<file path="config.mk">
export PLATFORM = sky130hd
export DESIGN_NAME = bus_arbiter_flat
export DESIGN_NICKNAME = d
export VERILOG_FILES = /design/src/rtl/bus_arbiter_pkg.sv /design/src/rtl/bus_arbiter_if.sv /design/src/rtl/bus_arbiter_rr_pick.sv /design/src/rtl/bus_arbiter.sv /design/src/flat_wrapper.sv
export SDC_FILE = /design/constraint.sdc
export NUM_CORES = 1
export LEC_CHECK = 0
export CELL_PAD_IN_SITES_DETAIL_PLACEMENT = 1
export CELL_PAD_IN_SITES_GLOBAL_PLACEMENT = 1
export CORE_ASPECT_RATIO = 1.4
export CORE_MARGIN = 2
export CORE_UTILIZATION = 20
export CTS_CLUSTER_SIZE = 20
export DETAILED_ROUTE_END_ITERATION = 16
export GPL_TIMING_DRIVEN = 0
export PLACE_DENSITY_LB_ADDON = 0.1
export SETUP_SLACK_MARGIN = 0.05
export SLEW_MARGIN = 5
export SYNTH_ARGS = -nofsm -noshare
export SYNTH_HDL_FRONTEND = slang
export SYNTH_SLANG_ARGS = --single-unit
</file>
<file path="constraint.sdc">
create_clock -name clk -period 1.9 [get_ports clk]
set_input_delay 0.38 -clock clk [delete_from_list [all_inputs] [get_ports clk]]
set_output_delay 0.38 -clock clk [all_outputs]
set_load 0.005 [all_outputs]
</file>
<file path="src/rtl/bus_arbiter_pkg.sv">
// Shared types and constants for the round-robin bus arbiter.
// Define ARB_TIMEOUT_EN to abort BUSY transactions that never see s_ack.
package bus_arbiter_pkg;

  localparam int          DATA_W              = 32;
  localparam int          ARB_TIMEOUT_DEFAULT = 255;
  localparam logic [31:0] ARB_ABORT_RDATA     = 32'hFFFF_FFFF;

  typedef enum logic [1:0] {
    ARB_IDLE = 2'd0,
    ARB_BUSY = 2'd1,
    ARB_DONE = 2'd2
  } arb_state_e;

endpackage

</file>
<file path="src/rtl/bus_arbiter_if.sv">
// Master-side request buses and the shared slave port of the arbiter.
// The arbiter attaches through the slave modport; the environment uses master.
interface bus_arbiter_if
  import bus_arbiter_pkg::*;
#(
  parameter int NM = 2,
  parameter int IW = 1
) ();

  logic [NM-1:0]        m_req;
  logic [NM-1:0]        m_rw;
  logic [NM*DATA_W-1:0] m_addr;
  logic [NM*DATA_W-1:0] m_wdata;
  logic [NM-1:0]        m_ack;
  logic [NM-1:0]        m_err;
  logic [DATA_W-1:0]    m_rdata;

  logic                 s_strobe;
  logic                 s_rw;
  logic [DATA_W-1:0]    s_addr;
  logic [DATA_W-1:0]    s_wdata;
  logic [DATA_W-1:0]    s_rdata;
  logic                 s_ack;

  logic                 busy;
  logic [IW-1:0]        gnt;

  modport slave (
    input  m_req, m_rw, m_addr, m_wdata, s_rdata, s_ack,
    output m_ack, m_err, m_rdata, s_strobe, s_rw, s_addr, s_wdata, busy, gnt
  );

  modport master (
    output m_req, m_rw, m_addr, m_wdata, s_rdata, s_ack,
    input  m_ack, m_err, m_rdata, s_strobe, s_rw, s_addr, s_wdata, busy, gnt
  );

endinterface

</file>
<file path="src/rtl/bus_arbiter_rr_pick.sv">
// Combinational round-robin picker: rotate requests to start after `last`,
// priority-encode the lowest set bit, then map the offset back to an index.
module rr_pick #(
  parameter int NM = 2,
  parameter int IW = 1
) (
  input  logic [NM-1:0] req,
  input  logic [IW-1:0] last,
  output logic [IW-1:0] win,
  output logic          any
);

  logic [IW:0]   start;
  logic [IW:0]   sum;
  logic [NM-1:0] rot;
  logic [IW-1:0] off;

  always_comb begin
    start = {1'b0, last} + (IW+1)'(1);
    if (start >= (IW+1)'(NM)) begin
      start = '0;
    end
    // Doubling the vector lets a plain right shift act as a rotate.
    rot = NM'({req, req} >> start);
    off = '0;
    for (int k = NM - 1; k >= 0; k--) begin
      if (rot[k]) begin
        off = IW'(k);
      end
    end
    sum = {1'b0, off} + start;
    if (sum >= (IW+1)'(NM)) begin
      sum = sum - (IW+1)'(NM);
    end
    win = IW'(sum);
    any = |req;
  end

endmodule

</file>
<file path="src/rtl/bus_arbiter.sv">
// Round-robin arbiter sharing one slave port among NM masters, one access in flight.
// Optional feature: define ARB_TIMEOUT_EN to abort BUSY after TIMEOUT cycles without s_ack.
module bus_arbiter
  import bus_arbiter_pkg::*;
#(
  parameter int NM      = 2,
  parameter int IW      = 1,
  parameter int TIMEOUT = ARB_TIMEOUT_DEFAULT
) (
  input  logic          clk,
  input  logic          reset,
  bus_arbiter_if.slave  bus
);

  if (NM < 2 || NM > 8 || IW != $clog2(NM) || TIMEOUT < 1 || TIMEOUT > 65535) begin : g_bad_cfg
    $error("bus_arbiter: illegal NM/IW/TIMEOUT combination");
  end

  arb_state_e        state_q, state_d;
  logic [IW-1:0]     gnt_q, gnt_d;
  logic [NM-1:0]     ack_q, ack_d;
  logic [DATA_W-1:0] rdata_q, rdata_d;

  logic [DATA_W-1:0] addr_arr  [NM];
  logic [DATA_W-1:0] wdata_arr [NM];
  logic [IW-1:0]     pick_win;
  logic              pick_any;
  logic              in_busy;
  logic              cur_rw;

  for (genvar gi = 0; gi < NM; gi++) begin : g_unpack
    assign addr_arr[gi]  = bus.m_addr[DATA_W*gi +: DATA_W];
    assign wdata_arr[gi] = bus.m_wdata[DATA_W*gi +: DATA_W];
  end

  rr_pick #(
    .NM (NM),
    .IW (IW)
  ) u_pick (
    .req  (bus.m_req),
    .last (gnt_q),
    .win  (pick_win),
    .any  (pick_any)
  );

  assign in_busy = (state_q == ARB_BUSY);
  assign cur_rw  = bus.m_rw[gnt_q];

`ifdef ARB_TIMEOUT_EN
  localparam logic [15:0] TO_LAST = 16'(TIMEOUT - 1);

  logic [15:0]   cnt_q, cnt_d;
  logic [NM-1:0] err_q, err_d;
`endif

  always_comb begin
    state_d = state_q;
    gnt_d   = gnt_q;
    ack_d   = '0;
    rdata_d = rdata_q;
`ifdef ARB_TIMEOUT_EN
    cnt_d   = cnt_q;
    err_d   = '0;
`endif
    case (state_q)
      ARB_IDLE: begin
        if (pick_any) begin
          state_d = ARB_BUSY;
          gnt_d   = pick_win;
`ifdef ARB_TIMEOUT_EN
          cnt_d   = '0;
`endif
        end
      end
      ARB_BUSY: begin
        // s_ack takes priority over a coinciding timeout.
        if (bus.s_ack) begin
          state_d        = ARB_DONE;
          ack_d[gnt_q]   = 1'b1;
          rdata_d        = cur_rw ? '0 : bus.s_rdata;
        end
`ifdef ARB_TIMEOUT_EN
        else if (cnt_q == TO_LAST) begin
          state_d        = ARB_DONE;
          ack_d[gnt_q]   = 1'b1;
          err_d[gnt_q]   = 1'b1;
          rdata_d        = ARB_ABORT_RDATA;
        end else begin
          cnt_d          = cnt_q + 16'd1;
        end
`endif
      end
      ARB_DONE: begin
        state_d = ARB_IDLE;
      end
      default: begin
        state_d = ARB_IDLE;
      end
    endcase
  end

  always_ff @(posedge clk or posedge reset) begin
    if (reset) begin
      state_q <= ARB_IDLE;
      gnt_q   <= IW'(NM - 1);
      ack_q   <= '0;
      rdata_q <= '0;
    end else begin
      state_q <= state_d;
      gnt_q   <= gnt_d;
      ack_q   <= ack_d;
      rdata_q <= rdata_d;
    end
  end

`ifdef ARB_TIMEOUT_EN
  always_ff @(posedge clk or posedge reset) begin
    if (reset) begin
      cnt_q <= '0;
      err_q <= '0;
    end else begin
      cnt_q <= cnt_d;
      err_q <= err_d;
    end
  end

  assign bus.m_err = err_q;
`else
  assign bus.m_err = '0;
`endif

  // Slave-side outputs are gated so nothing leaks onto the bus outside BUSY.
  assign bus.s_strobe = in_busy;
  assign bus.s_rw     = in_busy & cur_rw;
  assign bus.s_addr   = in_busy ? addr_arr[gnt_q]  : '0;
  assign bus.s_wdata  = in_busy ? wdata_arr[gnt_q] : '0;

  assign bus.m_ack   = ack_q;
  assign bus.m_rdata = rdata_q;
  assign bus.busy    = (state_q != ARB_IDLE);
  assign bus.gnt     = gnt_q;

endmodule
</file>
<file path="src/flat_wrapper.sv">
// flat-port wrapper written by rule: the top's interface ports become plain ports
module bus_arbiter_flat import bus_arbiter_pkg::*;
#(
  parameter int NM      = 2,
  parameter int IW      = 1,
  parameter int TIMEOUT = ARB_TIMEOUT_DEFAULT
)
  (clk, reset, bus_m_req, bus_m_rw, bus_m_addr, bus_m_wdata, bus_s_rdata, bus_s_ack, bus_m_ack, bus_m_err, bus_m_rdata, bus_s_strobe, bus_s_rw, bus_s_addr, bus_s_wdata, bus_busy, bus_gnt);
  bus_arbiter_if #(.NM(NM), .IW(IW)) bus_i ();
  input  logic clk;
  input  logic reset;
  input wire logic [$bits(bus_i.m_req)-1:0] bus_m_req;
  input wire logic [$bits(bus_i.m_rw)-1:0] bus_m_rw;
  input wire logic [$bits(bus_i.m_addr)-1:0] bus_m_addr;
  input wire logic [$bits(bus_i.m_wdata)-1:0] bus_m_wdata;
  input wire logic [$bits(bus_i.s_rdata)-1:0] bus_s_rdata;
  input wire logic [$bits(bus_i.s_ack)-1:0] bus_s_ack;
  output wire logic [$bits(bus_i.m_ack)-1:0] bus_m_ack;
  output wire logic [$bits(bus_i.m_err)-1:0] bus_m_err;
  output wire logic [$bits(bus_i.m_rdata)-1:0] bus_m_rdata;
  output wire logic [$bits(bus_i.s_strobe)-1:0] bus_s_strobe;
  output wire logic [$bits(bus_i.s_rw)-1:0] bus_s_rw;
  output wire logic [$bits(bus_i.s_addr)-1:0] bus_s_addr;
  output wire logic [$bits(bus_i.s_wdata)-1:0] bus_s_wdata;
  output wire logic [$bits(bus_i.busy)-1:0] bus_busy;
  output wire logic [$bits(bus_i.gnt)-1:0] bus_gnt;
  assign bus_i.m_req = bus_m_req;
  assign bus_i.m_rw = bus_m_rw;
  assign bus_i.m_addr = bus_m_addr;
  assign bus_i.m_wdata = bus_m_wdata;
  assign bus_i.s_rdata = bus_s_rdata;
  assign bus_i.s_ack = bus_s_ack;
  assign bus_m_ack = bus_i.m_ack;
  assign bus_m_err = bus_i.m_err;
  assign bus_m_rdata = bus_i.m_rdata;
  assign bus_s_strobe = bus_i.s_strobe;
  assign bus_s_rw = bus_i.s_rw;
  assign bus_s_addr = bus_i.s_addr;
  assign bus_s_wdata = bus_i.s_wdata;
  assign bus_busy = bus_i.busy;
  assign bus_gnt = bus_i.gnt;
  bus_arbiter #(.NM(NM), .IW(IW), .TIMEOUT(TIMEOUT)) u_core (.clk(clk), .reset(reset), .bus(bus_i));
endmodule
</file>
---- Word-level counts from Yosys, hierarchy flattened ----
Cells that the tools add are included.
word-level totals
  flip-flop bits (word level) ............. 37
  input bits .............................. 167
  output and inout bits ................... 104
  logic and storage cells ................. 47
cells by class
  add/subtract/negate cells ............... 3
  order comparisons ....................... 5
  equal/unequal tests ..................... 3
  shift operators ......................... 1
  muxes and demuxes ....................... 22
  bitwise gates (word level) .............. 2
  reduce and logical (&&, ||, !) cells .... 7
operators with widths
  operator             number
  $mux 32              9
  $mux 2               5
  $ge 2x2->1 const B   3
  $mux 1               6
  $reduce_and 2->1     3
  $pmux 2 s2           1
  $shr 4x2->2          1
  $add 1x1->2 const B  1
  $add 1x2->2          1
  $eq 2x1->1 const B   1
  $logic_not 2->1      1
  $lt 1x2->1 const B   1
  $ne 2x1->1 const B   1
  $ne 2x2->1 const B   1
  $not 1->2            1
  $reduce_bool 2->1    1
  $reduce_or 2->1      1
  $and 1x1->1          1
  $demux 1 s1          1
  $ge 1x1->1 const B   1
  $logic_and 1x1->1    1
  $sub 1x1->1 const B  1

---- Longest topological paths before layout ----
Gate-level depths: netlist (run 1).
  word-level depth ........................ 9
  depth in mapped cells ................... 5
  depth with buffers taken out ............ 3

---- Cells and area by module ----
From an unflattened synthesis (run 1), not the netlist that was laid out.
unflattened totals
  cell total of the unflattened synthesis .. 312
  area total of the unflattened synthesis .. 2857.7 sq um
modules (own cells, without submodules)
  module       times used  cells an instance  area each (sq um)  seq. area each (sq um)
  bus_arbiter  1           308                2832.7             927.1
  rr_pick      1           4                  25.0               0.0

---- Worst setup path after synthesis (run 1) ----
No wires, ideal clock.
  kind .................................... register to output
  start point ............................. register u_core.gnt_q (netlist: u_core.bus.gnt)
  end point ............................... output port bus_s_addr[21]
  data arrival time ....................... 1325 ps
  required time ........................... 1520 ps
  slack ................................... 195 ps
  stages on the path, launching flop included .. 6
  buffers on the path ..................... 3
  cells stage by stage .................... dfstp_2 buf_2 buf_4 buf_2 mux2i_1 nor2_1
between the ends
  word-level cells in the longest chain between the ends .. 5
ends and longest elaborated chain
  item                                        line                RTL
  start: declaration                          bus_arbiter.sv:20   logic [IW-1:0] gnt_q, gnt_d;
  start signal: assignment                    bus_arbiter.sv:105  gnt_q <= IW'(NM - 1);
  start signal: assignment                    bus_arbiter.sv:110  gnt_q <= gnt_d;
  $not 1->2 (implied by the code)             bus_arbiter.sv:135  assign bus.s_addr = in_busy ? addr_arr[gnt_q] : '0;
  $mux 32 (implied by the code) (3 in a row)  bus_arbiter.sv:135
  $mux 32                                     bus_arbiter.sv:135
  end: declaration                            flat_wrapper.sv:23  output wire logic [$bits(bus_i.s_addr)-1:0] bus_s_addr;
No other way between the ends. The select of a mux whose other input is x is not followed.

---- Final worst setup path (run 1) ----
  start point ............................. register u_core.gnt_q (netlist: u_core.bus.gnt)
  end point ............................... output port bus_s_rw
between the ends
  word-level cells in the longest chain between the ends .. 3
ends and longest elaborated chain
  item                                       line                RTL
  $mux 1 (implied by the code) (2 in a row)  bus_arbiter.sv:47   assign cur_rw = bus.m_rw[gnt_q];
  $and 1x1->1                                bus_arbiter.sv:134  assign bus.s_rw = in_busy & cur_rw;
  end: declaration                           flat_wrapper.sv:22  output wire logic [$bits(bus_i.s_rw)-1:0] bus_s_rw;
No other way between the ends. The select of a mux whose other input is x is not followed.

==> results of run 1 <==
==> cell type report <==
class / count / share of cell area
buffer: 31 / 0.0544
clock buffer: 5 / 0.0197
clock inverter: 1 / 0.000788
inverter: 35 / 0.0207
multi-input combinational: 206 / 0.260
sequential: 37 / 0.146
tap: 185 / 0.0364
timing repair buffer: 313 / 0.462
==> cell usage after synthesis, drive strengths merged <==
library cell,n,area share
or2,1,0.0022
a211oi,1,0.0026
nand2b,2,0.0044
nor3,1,0.0018
clkbuf,7,0.0093
nor2,64,0.085
and2,3,0.0066
o32ai,32,0.18
dfrtp,36,0.32
o22ai,1,0.0022
nor3b,1,0.0026
mux2i,64,0.23
dfstp,1,0.0093
inv,35,0.046
mux2,1,0.0053
conb,1,0.0013
and3b,1,0.0031
buf,25,0.058
nand2,32,0.042
==> per-stage QoR <==
step,setup TNS (ns),instance area [sq um]
3_5_place_dp,-20.18,5770
6_report,-7.84,6350
3_3_place_gp,-29.48,5750
2_1_floorplan,0,2840
4_1_cts,-8.19,6220
5_1_grt,-12.17,6350
==> power by group <==
group          leakage [nW]  switching, mW  internal, mW  total, mW
registers             0.481          0.187          1.11       1.30
logic                  2.35           2.18          3.29       5.47
clock network        0.0655          0.321         0.469      0.790
total                  2.89           2.69          4.87       7.56
==> sequential cells by signal, summed over array words and instances, names as in the netlist <==
| register | cells |
|---|---|
| u_core.bus.gnt | 1 |
| u_core.state_q | 2 |
| u_core.bus.m_rdata | 32 |
| u_core.bus.m_ack | 2 |
==> worst max path at each step <==
stage / start / slack, ns / end
after detailed placement: u_core.bus.gnt / -0.47 / bus_s_addr[24]
final: u_core.bus.gnt / -0.22 / bus_s_rw
after global routing: u_core.bus.gnt / -0.29 / bus_s_addr[2]
after floorplan: u_core.bus.gnt / 0.19 / bus_s_addr[21]
after global placement: u_core.bus.gnt / -0.45 / bus_s_addr[22]
after CTS: u_core.bus.gnt / -0.24 / bus_s_rw
==> metal layers <==
layer	vias to the layer above	track usage
met5	-	0
met4	0	0.0613
met3	19	0.0773
met2	169	0.342
met1	1656	0.215
li1	1672	-
==> cell families (layout without fill, tap and decap cells) <==
logic type      Yosys count  in the layout  share of synthesized area
flops                    37             37                      0.327
simple gates            105            105                      0.148
compound gates           34             34                      0.180
buf+inv                  67            385                      0.113
mux                      65             65                      0.231
other cells               1              2                    0.00132
==> repair_timing <==
action	in CTS	in global routing
endpoints found under the setup margin	67	83
hold endpoints to repair	0	0
buffers inserted	33	13
gates resized for setup	327	26
hold buffers	0	0
pin swaps	25	22
cloned	3	1
==> flow_results.org, run 1 <==
** Clock tree
- After clock tree synthesis, the clock-pin slew on the worst setup and hold paths is approximately 0.06 ns.
- Clock insertion delay at the later pin of the skew report :: ~0.28 ns
- The H-tree generated during clock tree synthesis spans 2 levels.
- CTS placed an instance of sky130_fd_sc_hd__clkbuf_16 at the clock tree root.
- The clock passes through at most 2 buffers.
- Clock tree synthesis found a total of 37 sinks.
- TritonCTS clock tree :: done
- TritonCTS created 5 clock buffers.

** Drt
- The first routing iteration left just over 70 violations.
- Antenna viol nets, final :: 0
- Routed wire length :: 15400 microns
- After detailed routing, the met3 layer carries 1530 microns of wire.
- In the routed design, unresolved DRC markers number 0.
- Routed length per placed instance :: about 19 microns
- After detailed routing, the met2 layer carries around 7700 microns of wire.
- The detailed router put a total of ~5800 microns of wire on met1.
- Routed signal wires occupy layers up through met4.
- Vias per std cell :: ~4.3
- The routed layout has ~3500 vias.
- First drt pass iteration count :: 4

** Timing
- Slew @ Worst Pin :: about 0.53 ns
- Shortest clock period the worst path allows after layout :: 2.12 ns
- Unrepaired setup endpoints after global routing :: yes
- Derived from the worst setup path, the maximum achievable clock frequency is between 0.4 and 0.5 GHz.
- Final hold violation count :: 0
- Worst slew margin relative to its limit :: 0.644
- Final clock skew :: 0.00386 ns
- Final Max Tran Viols :: 0
- Fin worst setup slack :: -0.222 ns
- Final cycle utilization of the critical path :: 1.12
- Across all hold checks on the routed design, the worst slack comes to 0.426 ns.
- Number of endpoints failing setup at the final stage :: 65

** GRT
- Entering global routing, the biggest net connects 21 pins.
- The initial antenna violation count was 0.
- Total routing resource utilization after global routing :: 0.195
- Global-route wire length before repair :: 23100 microns
- For this run the aggregate overflow at the end of global routing stands at 0.
- Number of global-route vias before repair :: 3779

** Synthesis
- Portion of the post-synthesis area used by sequential elements :: 0.327
- Post-synthesis instance area :: 0.00284 sq mm
- Yosys warnings :: 0
- After synthesis the netlist holds a flip-flop and latch count of 37.
- Synth Instances :: 309
- A synthesized cell averages ~9.2 sq um.
- Yosys mapped the design onto 22 distinct sky130hd cell types.

** Critical path
- Category of the worst setup path launch point :: flop
- Kind of critical path :: flop to output port
- Delay of the slowest critical-path stage :: between 0.5 and 0.6 ns
- Total number of cells along the worst setup path :: 6
- The worst register-to-register path ends at u_core.bus.m_rdata[4].
- Worst setup EP type :: output port
- At the worst endpoint, the required time is ~1.5 ns.
- Critical-path cell with the highest stage delay :: sky130_fd_sc_hd__dfstp_2
- The most numerous cell type found on the critical path is sky130_fd_sc_hd__buf_6.
- R2R Path Start :: u_core.bus.gnt
- Data arrives at the worst endpoint at between 1.5 and 2 ns.
- Gate family responsible for the most delay along the worst path :: flip-flops
- FF-to-FF setup slack :: approximately 0.11 ns
- Worst-path cell chain :: buf_8 > buf_6 > mux2_4 > buf_12 > and2_4 > buf_6
- Largest fanout on the critical path :: 5
- Counting both buffers and inverters, the worst setup path holds a total of 4.
- Counting cells, the worst reg-to-reg path comes to 6.

** Layout
- Number of fill cells :: roughly 1700
- Multi-input gate area in the final layout :: between 0.0015 and 0.002 sq mm
- The library cells used most frequently in the layout, excluding fill and tap cells, are 200 x sky130_fd_sc_hd__clkdlybuf4s50_1, 62 x sky130_fd_sc_hd__buf_2, 62 x sky130_fd_sc_hd__nor2_1.
- Relative to the synthesized area, the layout overhead comes to 124%.
- Count of inserted antenna diode cells :: 0
- For this run, the number of standard cells in the final layout without fillers is ~810.
- Total number of nets in the final design :: slightly below 800
- In the final layout, the share of cells above drive strength 1 is 0.295.
- Most frequent standard cell in the layout excluding fill and tap cells :: sky130_fd_sc_hd__clkdlybuf4s50_1
- For this run, the share of the core covered by cells in the final layout is 0.457.
- Summing all flip-flop and latch instances after layout gives approximately 900 sq um.

** Floorplan
- ~270 I/O pins were placed.
- Core region area :: roughly 0.014 sq mm
- The die covers about 0.015 sq mm.
- Number of rows in the core area :: 51
- The initial utilization of the core area, before any placement, comes to 0.204.
- In this run the horizontal extent of the chip is ~100 microns.
- Die Span Y :: approximately 140 microns

** Min path
- The min-delay analysis places its worst path in the category primary input to async pin.

** Pwr
- P_leak :: 2.89 nW
- P per Cell Area :: around 1200 mW/mm^2
- Maximum resistive drop on vdd :: 0.469 mV
- Overall power consumption after layout is estimated at approximately 7.6 mW.

** Place
- The congestion estimate from routability-driven global placement came to around 0.76.
- Cell total after placement :: about 760
- Once detailed placement completed, the half-perimeter wirelength came to approximately 12000 microns.
- Pre-CTS setup slack :: -0.466 ns
- Count of buffers inserted at the top-level ports :: 267

** Job
- Across the run, the number of max-cap violations was 0.

** Outcome
- The final reports fail on negative setup slack.
- The flow ran to the end, but the final reports show violations.
No activity file was read; power rests on OpenSTA's default activity.
==> run 2: changes to the inputs <==
--- a/config.mk
+++ b/config.mk
@@ -5,15 +5,12 @@
 export SDC_FILE = /design/constraint.sdc
 export NUM_CORES = 1
 export LEC_CHECK = 0
-export CELL_PAD_IN_SITES_DETAIL_PLACEMENT = 1
-export CELL_PAD_IN_SITES_GLOBAL_PLACEMENT = 1
-export CORE_ASPECT_RATIO = 1.4
-export CORE_MARGIN = 2
-export CORE_UTILIZATION = 20
+export CORE_AREA = 2 2 105 107
 export CTS_CLUSTER_SIZE = 20
 export DETAILED_ROUTE_END_ITERATION = 16
+export DIE_AREA = 0 0 107 109
 export GPL_TIMING_DRIVEN = 0
-export PLACE_DENSITY_LB_ADDON = 0.1
+export PLACE_DENSITY = 0.74
 export SETUP_SLACK_MARGIN = 0.05
 export SLEW_MARGIN = 5
 export SYNTH_ARGS = -nofsm -noshare
==> flow_results.org, run 2 (synthesis results as in run 1) <==
** Outcome
- The flow ran to the end, but the final reports show violations.
- Failing checks :: negative setup slack

** Clock tree
- Buffers inserted to repair hold after CTS numbered 0.
- CTS placed an instance of sky130_fd_sc_hd__clkbuf_8 at the clock tree root.
- The later pin in the worst-skew pair is clocked with a latency of 0.28 ns.
- After clock tree synthesis, the clock-pin slew on the worst setup and hold paths is ~0.080 ns.
- Count of H-tree levels built during CTS :: 2
- The clock drives 37 sinks.
- TritonCTS clock tree :: done
- Num CTS Buffers :: 5
- Maximum buffer depth of the clock tree :: 2

** Place
- The number of placed instances, taps included, is 717.
- In this run the tool buffered the top-level ports with 267 buffer cells.
- DP HPWL :: around 11000 microns
- Routability-driven placement finished with a final weighted congestion of around 0.77.
- Once placement finished, the instance area stood at 0.00569 sq mm.
- Pre-CTS setup slack :: -0.523 ns

** Layout
- Ratio of cells with drive above 1 in the final layout :: 0.320
- Once layout is complete, the utilization of the core stands at 0.600.
- Layout Cells excl Fill :: between 700 and 800
- Counting the fill cells in the layout gives roughly 900.
- At the end of the flow, the number of nets in the layout was around 800.
- Commonest cells after routing, fill and taps aside :: 200 x sky130_fd_sc_hd__clkdlybuf4s50_1, 56 x sky130_fd_sc_hd__nor2_1, 51 x sky130_fd_sc_hd__buf_2
- Most frequent standard cell in the layout excluding fill and tap cells :: sky130_fd_sc_hd__clkdlybuf4s50_1
- Area added between synthesis and finish :: 124%
- Final non-filler cell area :: roughly 0.0064 sq mm
- The register with the most flip-flops in the layout has 32 of them.

** Job
- The tool flagged a number of max-cap violations equal to 0.

** Timing
- Setup repair after global routing could not meet its margin everywhere.
- Final Max Tran Viols :: 0
- The number of hold violations in the final report was 0.
- Worst slew margin relative to its limit :: 0.465
- Final clock skew :: between 0.01 and 0.015 ns
- Slew @ Worst Pin :: 0.802 ns
- The routed design could run at a clock period as short as roughly 2.2 ns.
- Fin worst setup slack :: -0.296 ns
- Number of endpoints failing setup at the final stage :: 65
- Worst slack on hold paths :: about 0.52 ns
- Peak Freq :: between 0.4 and 0.5 GHz
- Final cycle utilization of the critical path :: 1.16

** GRT
- The via count of the first global-routing pass was 3575.
- Global-route wire length before repair :: 20000 microns
- Largest net degree at the start of global routing :: 38
- Gr ovfl total :: 0
- The initial antenna violation count came to 1.
- For this run, the total global-route usage over all layers was measured as 0.225.

** Floorplan
- Core region area :: around 0.011 sq mm
- Row generation in the floorplan step produced 38 rows.
- Count of pins on the block boundary :: ~270
- The die is about 110 microns wide.
- For this configuration, the core starts out at a cell density of 0.268.
- The die covers around 0.012 sq mm.
- Die Span Y :: 109 microns

** Critical path
- The worst setup path is of the flop to output port kind.
- STA classifies the critical path endpoint as an output port.
- STA classifies the critical path startpoint as a flop.
- Worst reg2reg path endpoint :: u_core.bus.m_rdata[0]
- Setup slack on the worst reg-to-reg path comes out at approximately 0.11 ns.
- Worst Path Arrival :: 1.82 ns
- The most critical setup path has its startpoint at u_core.bus.gnt.
- The startpoint identified for the worst register-to-register timing path is u_core.bus.gnt.
- Largest fanout on the critical path :: 6
- Counting cells, the worst reg-to-reg path comes to 6.
- Capture point of the worst path :: bus_s_wdata[3]
- At the worst endpoint, the required time is approximately 1.5 ns.

** Pwr
- P per Cell Area :: between 1000 and 1500 mW/mm^2
- P_leak :: around 2.8 nW
- Maximum resistive drop on vdd :: around 0.53 mV

** Drt
- Routed length per placed instance :: ~19 microns
- In the routed layout, each cell is associated on average with a via count of 4.52.
- Routed wire length :: 14400 microns
- After detailed routing, the number of remaining DRC violations is 0.
- Number of vias after detailed routing :: between 3000 and 4000
- Number of DRC violations after detailed-routing iteration 0 :: around 160
- The count of nets left with antenna violations once routing finished came out at 0.
- First drt pass iteration count :: 4

** Min path
- Worst hold path type :: primary input to flop
- Hold_sp :: bus_s_ack
run 2: through the flow:
step	TNS, ns	power [mW]
finish	-10.62	7.60
global route	-15.44	8.04
CTS	-10.63	7.29
detailed placement	-21.81	5.56
global placement	-26.46	5.50
floorplan	0	3.29
run 2: cell type report:
cell class | instances | area, sq um | share of cell area
Tap cell | 140 | 175 | 0.0275
Clock inverter | 1 | 8.76 | 0.00138
Sequential cell | 37 | 927 | 0.146
Buffer | 30 | 310 | 0.0488
Clock buffer | 6 | 72.6 | 0.0114
Timing Repair Buffer | 310 | 2930 | 0.460
Inverter | 35 | 131 | 0.0206
Antenna cell | 1 | 2.50 | 0.000393
Multi-Input combinational cell | 206 | 1810 | 0.284
run 2: per-layer routing:
layer | track usage | wire (microns) | vias to the layer above
met5 | 0 | 0 | -
met4 | 0.0315 | 177 | 0
met3 | 0.117 | 1760 | 10
met2 | 0.379 | 7020 | 140
met1 | 0.263 | 5480 | 1650
li1 | - | - | 1666
run 2: critical path: stages (launching register included):
cell and delay (ns):
sky130_fd_sc_hd__dfstp_2 0.56, sky130_fd_sc_hd__buf_12 0.13, sky130_fd_sc_hd__buf_4 0.12, sky130_fd_sc_hd__buf_12 0.10
sky130_fd_sc_hd__buf_8 0.10, sky130_fd_sc_hd__buf_12 0.10, sky130_fd_sc_hd__mux2i_2 0.20, sky130_fd_sc_hd__nor2_1 0.08
sky130_fd_sc_hd__buf_2 0.15
run 2: worst min path at each step:
stage | to | slack, ns | depth (start not counted)
6_report | u_core.bus.m_rdata[23] | 0.52 | 3
5_1_grt | u_core.bus.m_rdata[22] | 0.53 | 3
4_1_cts | u_core.bus.m_rdata[23] | 0.51 | 3
3_5_place_dp | u_core.state_q[0] | 0.49 | 1
3_3_place_gp | u_core.state_q[0] | 0.47 | 1
2_1_floorplan | u_core.state_q[0] | 0.45 | 1
run 2: report_power, final:
group / total [mW] / internal, mW / switching (mW)
sequential: 1.31 / 1.11 / 0.200
clock: 0.538 / 0.254 / 0.283
combinational: 5.76 / 3.46 / 2.30
run 2: what timing repair did:
item / CTS / global route
setup buffers: 29 / 9
pin swaps: 8 / 13
gates resized for setup: 323 / 47
setup endpoints to repair: 67 / 77
cloned: 4 / 1
==> run 3: changes to the inputs <==
--- a/config.mk
+++ b/config.mk
@@ -10,9 +10,10 @@
 export DETAILED_ROUTE_END_ITERATION = 16
 export DIE_AREA = 0 0 107 109
 export GPL_TIMING_DRIVEN = 0
-export PLACE_DENSITY = 0.74
+export PLACE_DENSITY_LB_ADDON = 0.25
 export SETUP_SLACK_MARGIN = 0.05
 export SLEW_MARGIN = 5
 export SYNTH_ARGS = -nofsm -noshare
 export SYNTH_HDL_FRONTEND = slang
 export SYNTH_SLANG_ARGS = --single-unit
+export TNS_END_PERCENT = 10
==> flow_results.org, run 3 (synthesis results as in run 1) <==
** GRT
- Global-route wire length before repair :: 19600 microns
- Gr ovfl total :: 0
- Number of global-route vias before repair :: roughly 3600
- Total routing resource utilization after global routing :: 0.219
- The initial antenna violation count came to 0.
- Largest net degree at the start of global routing :: 38

** Floorplan
- Count of pins on the block boundary :: ~270
- The core region is around 0.011 sq mm.
- The die is 107 microns wide.
- The die covers ~0.012 sq mm.
- Die Span Y :: between 100 and 150 microns
- Number of rows in the core area :: 38
- Starting density of the core :: 0.268

** Layout
- Ratio of cells with drive above 1 in the final layout :: 0.269
- For this run, the post-layout net count is 780.
- Most frequent standard cell in the layout excluding fill and tap cells :: sky130_fd_sc_hd__clkdlybuf4s50_1
- In the layout the commonest cells are 200 x sky130_fd_sc_hd__clkdlybuf4s50_1, 64 x sky130_fd_sc_hd__nor2_1, 59 x sky130_fd_sc_hd__mux2i_1.
- Relative to the synthesized area, the layout overhead comes to 111%.
- Counting the fill cells in the layout gives 969.
- Number of flip-flops under the largest register name :: 32
- Count of inserted antenna diode cells :: 0

** Critical path
- The cell family contributing the most delay on the critical path is flip-flops.
- FF-to-FF setup slack :: 0.10 ns
- Delay of the slowest critical-path stage :: around 0.55 ns
- Walking the worst path, the cells encountered are buf_8 > buf_6 > mux2_4 > buf_12 > and2_4 > buf_6.
- Together, buffers and inverters on the worst path number 4.
- Of all nets on the critical path, the largest fanout is 6.
- Category of the worst setup path launch point :: flop
- Worst setup EP type :: output port
- Kind of critical path :: flop to output port
- Worst Path Arrival :: about 1.8 ns
- The largest individual stage delay along the critical path comes from the cell sky130_fd_sc_hd__dfstp_2.
- Worst Path Required :: between 1.5 and 2 ns
- In this design, the critical path's most frequently occurring cell is sky130_fd_sc_hd__buf_6.

** Job
- Max-cap violations in this run came to 0.

** Pwr
- Summed over all cells, the static leakage comes to between 2 and 3 nW.
- P per Cell Area :: between 1000 and 1500 mW/mm^2
- Maximum resistive drop on vdd :: ~0.56 mV

** Timing
- On the final layout, the worst clock skew is about 0.0069 ns.
- Derived from the worst setup path, the maximum achievable clock frequency is 0.463 GHz.
- The final number of max-transition violations came to 0.
- Counting I/O delays and the setup requirement, the final critical path takes 2.16 ns.
- Final cycle utilization of the critical path :: 1.14
- Setup violations remaining at the end of the flow were counted as 61.
- At the pin with the least slew margin, the transition time is 0.799 ns.
- The worst pin sits at a relative slew slack of 0.467.
- The number of hold violations in the final report is 0.
- Worst slack on hold paths :: approximately 0.49 ns
- Unrepaired setup endpoints after global routing :: yes
- Fin worst setup slack :: -0.260 ns

** Place
- Detailed placement finished with a half-perimeter wire length of between 10000 and 15000 microns.
- OpenSTA, run right after detailed placement, puts the worst setup slack at -0.445 ns.
- Global placement routability congestion :: between 0.7 and 0.8
- Count of buffers inserted at the top-level ports :: around 270

** Drt
- First drt pass iteration count :: 4
- Antenna viol nets, final :: 0
- For this block, the initial DRC count from the detailed router was 112.
- For this block, the routed nets add up to about 14000 microns of wire.
- Number of vias after detailed routing :: 3408
- Vias per std cell :: between 4 and 5
- For this run, design rule violations remaining after detail routing come to 0.
- Routed length per placed instance :: approximately 18 microns

** Clock tree
- Maximum buffer depth of the clock tree :: 2
- Clock Pin Slew Worst Setup and Hold Paths :: 0.08 ns
- Clock insertion delay at the later pin of the skew report :: roughly 0.3 ns
- The H-tree was split into 2 levels.
- TritonCTS clock tree :: done
- In this run, CTS created clock tree buffers numbering 5.
- Counting every sink on the clock net gives 37.
- Root Buffer :: sky130_fd_sc_hd__clkbuf_8

** Outcome
- Failing checks :: negative setup slack
- The run finished, with violations left.

** Min path
- Worst hold path type :: primary input to flop
[run 3: timing repair]
action                                  CTS  global route
hold buffers                              0             0
buffers inserted                         25             2
pin swaps                                 5             9
gates resized for setup                 263            29
endpoints found under the hold margin     0             0
endpoints found under the setup margin   67            72
gates cloned                              3             0
[run 3: worst register-to-register path: cells and delay by family, from the launching register on]
kind	cells	cell delay, ns
multiplexers	1	0.32
buffers and inverters	4	0.56
flip-flops	1	0.55
AO/OA/AOI/OAI	1	0.27
[run 3: per-layer routing]
metal  vias up  global-route usage  share of wire
li1       1640                   -              -
met2       146               0.401           0.51
met5         -                   0              0
met4         0              0.0325          0.010
met1      1607               0.246           0.37
met3        15              0.0849           0.10
[run 3: final cells by class]
type	count	area [sq um]	share of cell area
Tap cell	140	175	0.0292
Clock inverter	3	21.3	0.00354
Buffer	32	337	0.0561
Inverter	35	131	0.0219
Sequential cell	37	927	0.154
Clock buffer	5	68.8	0.0115
Multi-Input combinational cell	206	1630	0.272
Timing Repair Buffer	296	2710	0.451
[run 3: worst paths after layout]
kind	start	end	depth (start not counted)
min in group asynchronous	reset	u_core.bus.m_rdata[10]	2
worst min-delay path	bus_s_ack	u_core.bus.m_rdata[23]	3
worst min register to register	u_core.bus.m_rdata[19]	u_core.bus.m_rdata[19]	2
worst max register to register	u_core.bus.gnt	u_core.bus.m_rdata[15]	6
worst max-delay path	u_core.bus.gnt	bus_s_rw	6
max in group asynchronous	reset	u_core.state_q[0]	2
[run 3: report_power, final]
part	switching, mW	internal (mW)	total, mW	leakage (nW)
sequential	0.190	1.11	1.30	0.481
clock	0.321	0.261	0.582	0.0445
combinational	2.01	2.97	4.98	2.23
[run 3: through the flow]
step	total power, mW	TNS, ns	instance area, sq um	util	cells
after CTS	7.01	-11.52	6110	0.576	753
final	6.86	-8.42	6000	0.566	754
after detailed placement	5.56	-18.83	5690	0.537	717
after global placement	5.50	-25.40	5690	0.537	717
after floorplan	3.29	0	2840	-	310
after global routing	7.30	-13.20	6000	0.566	754
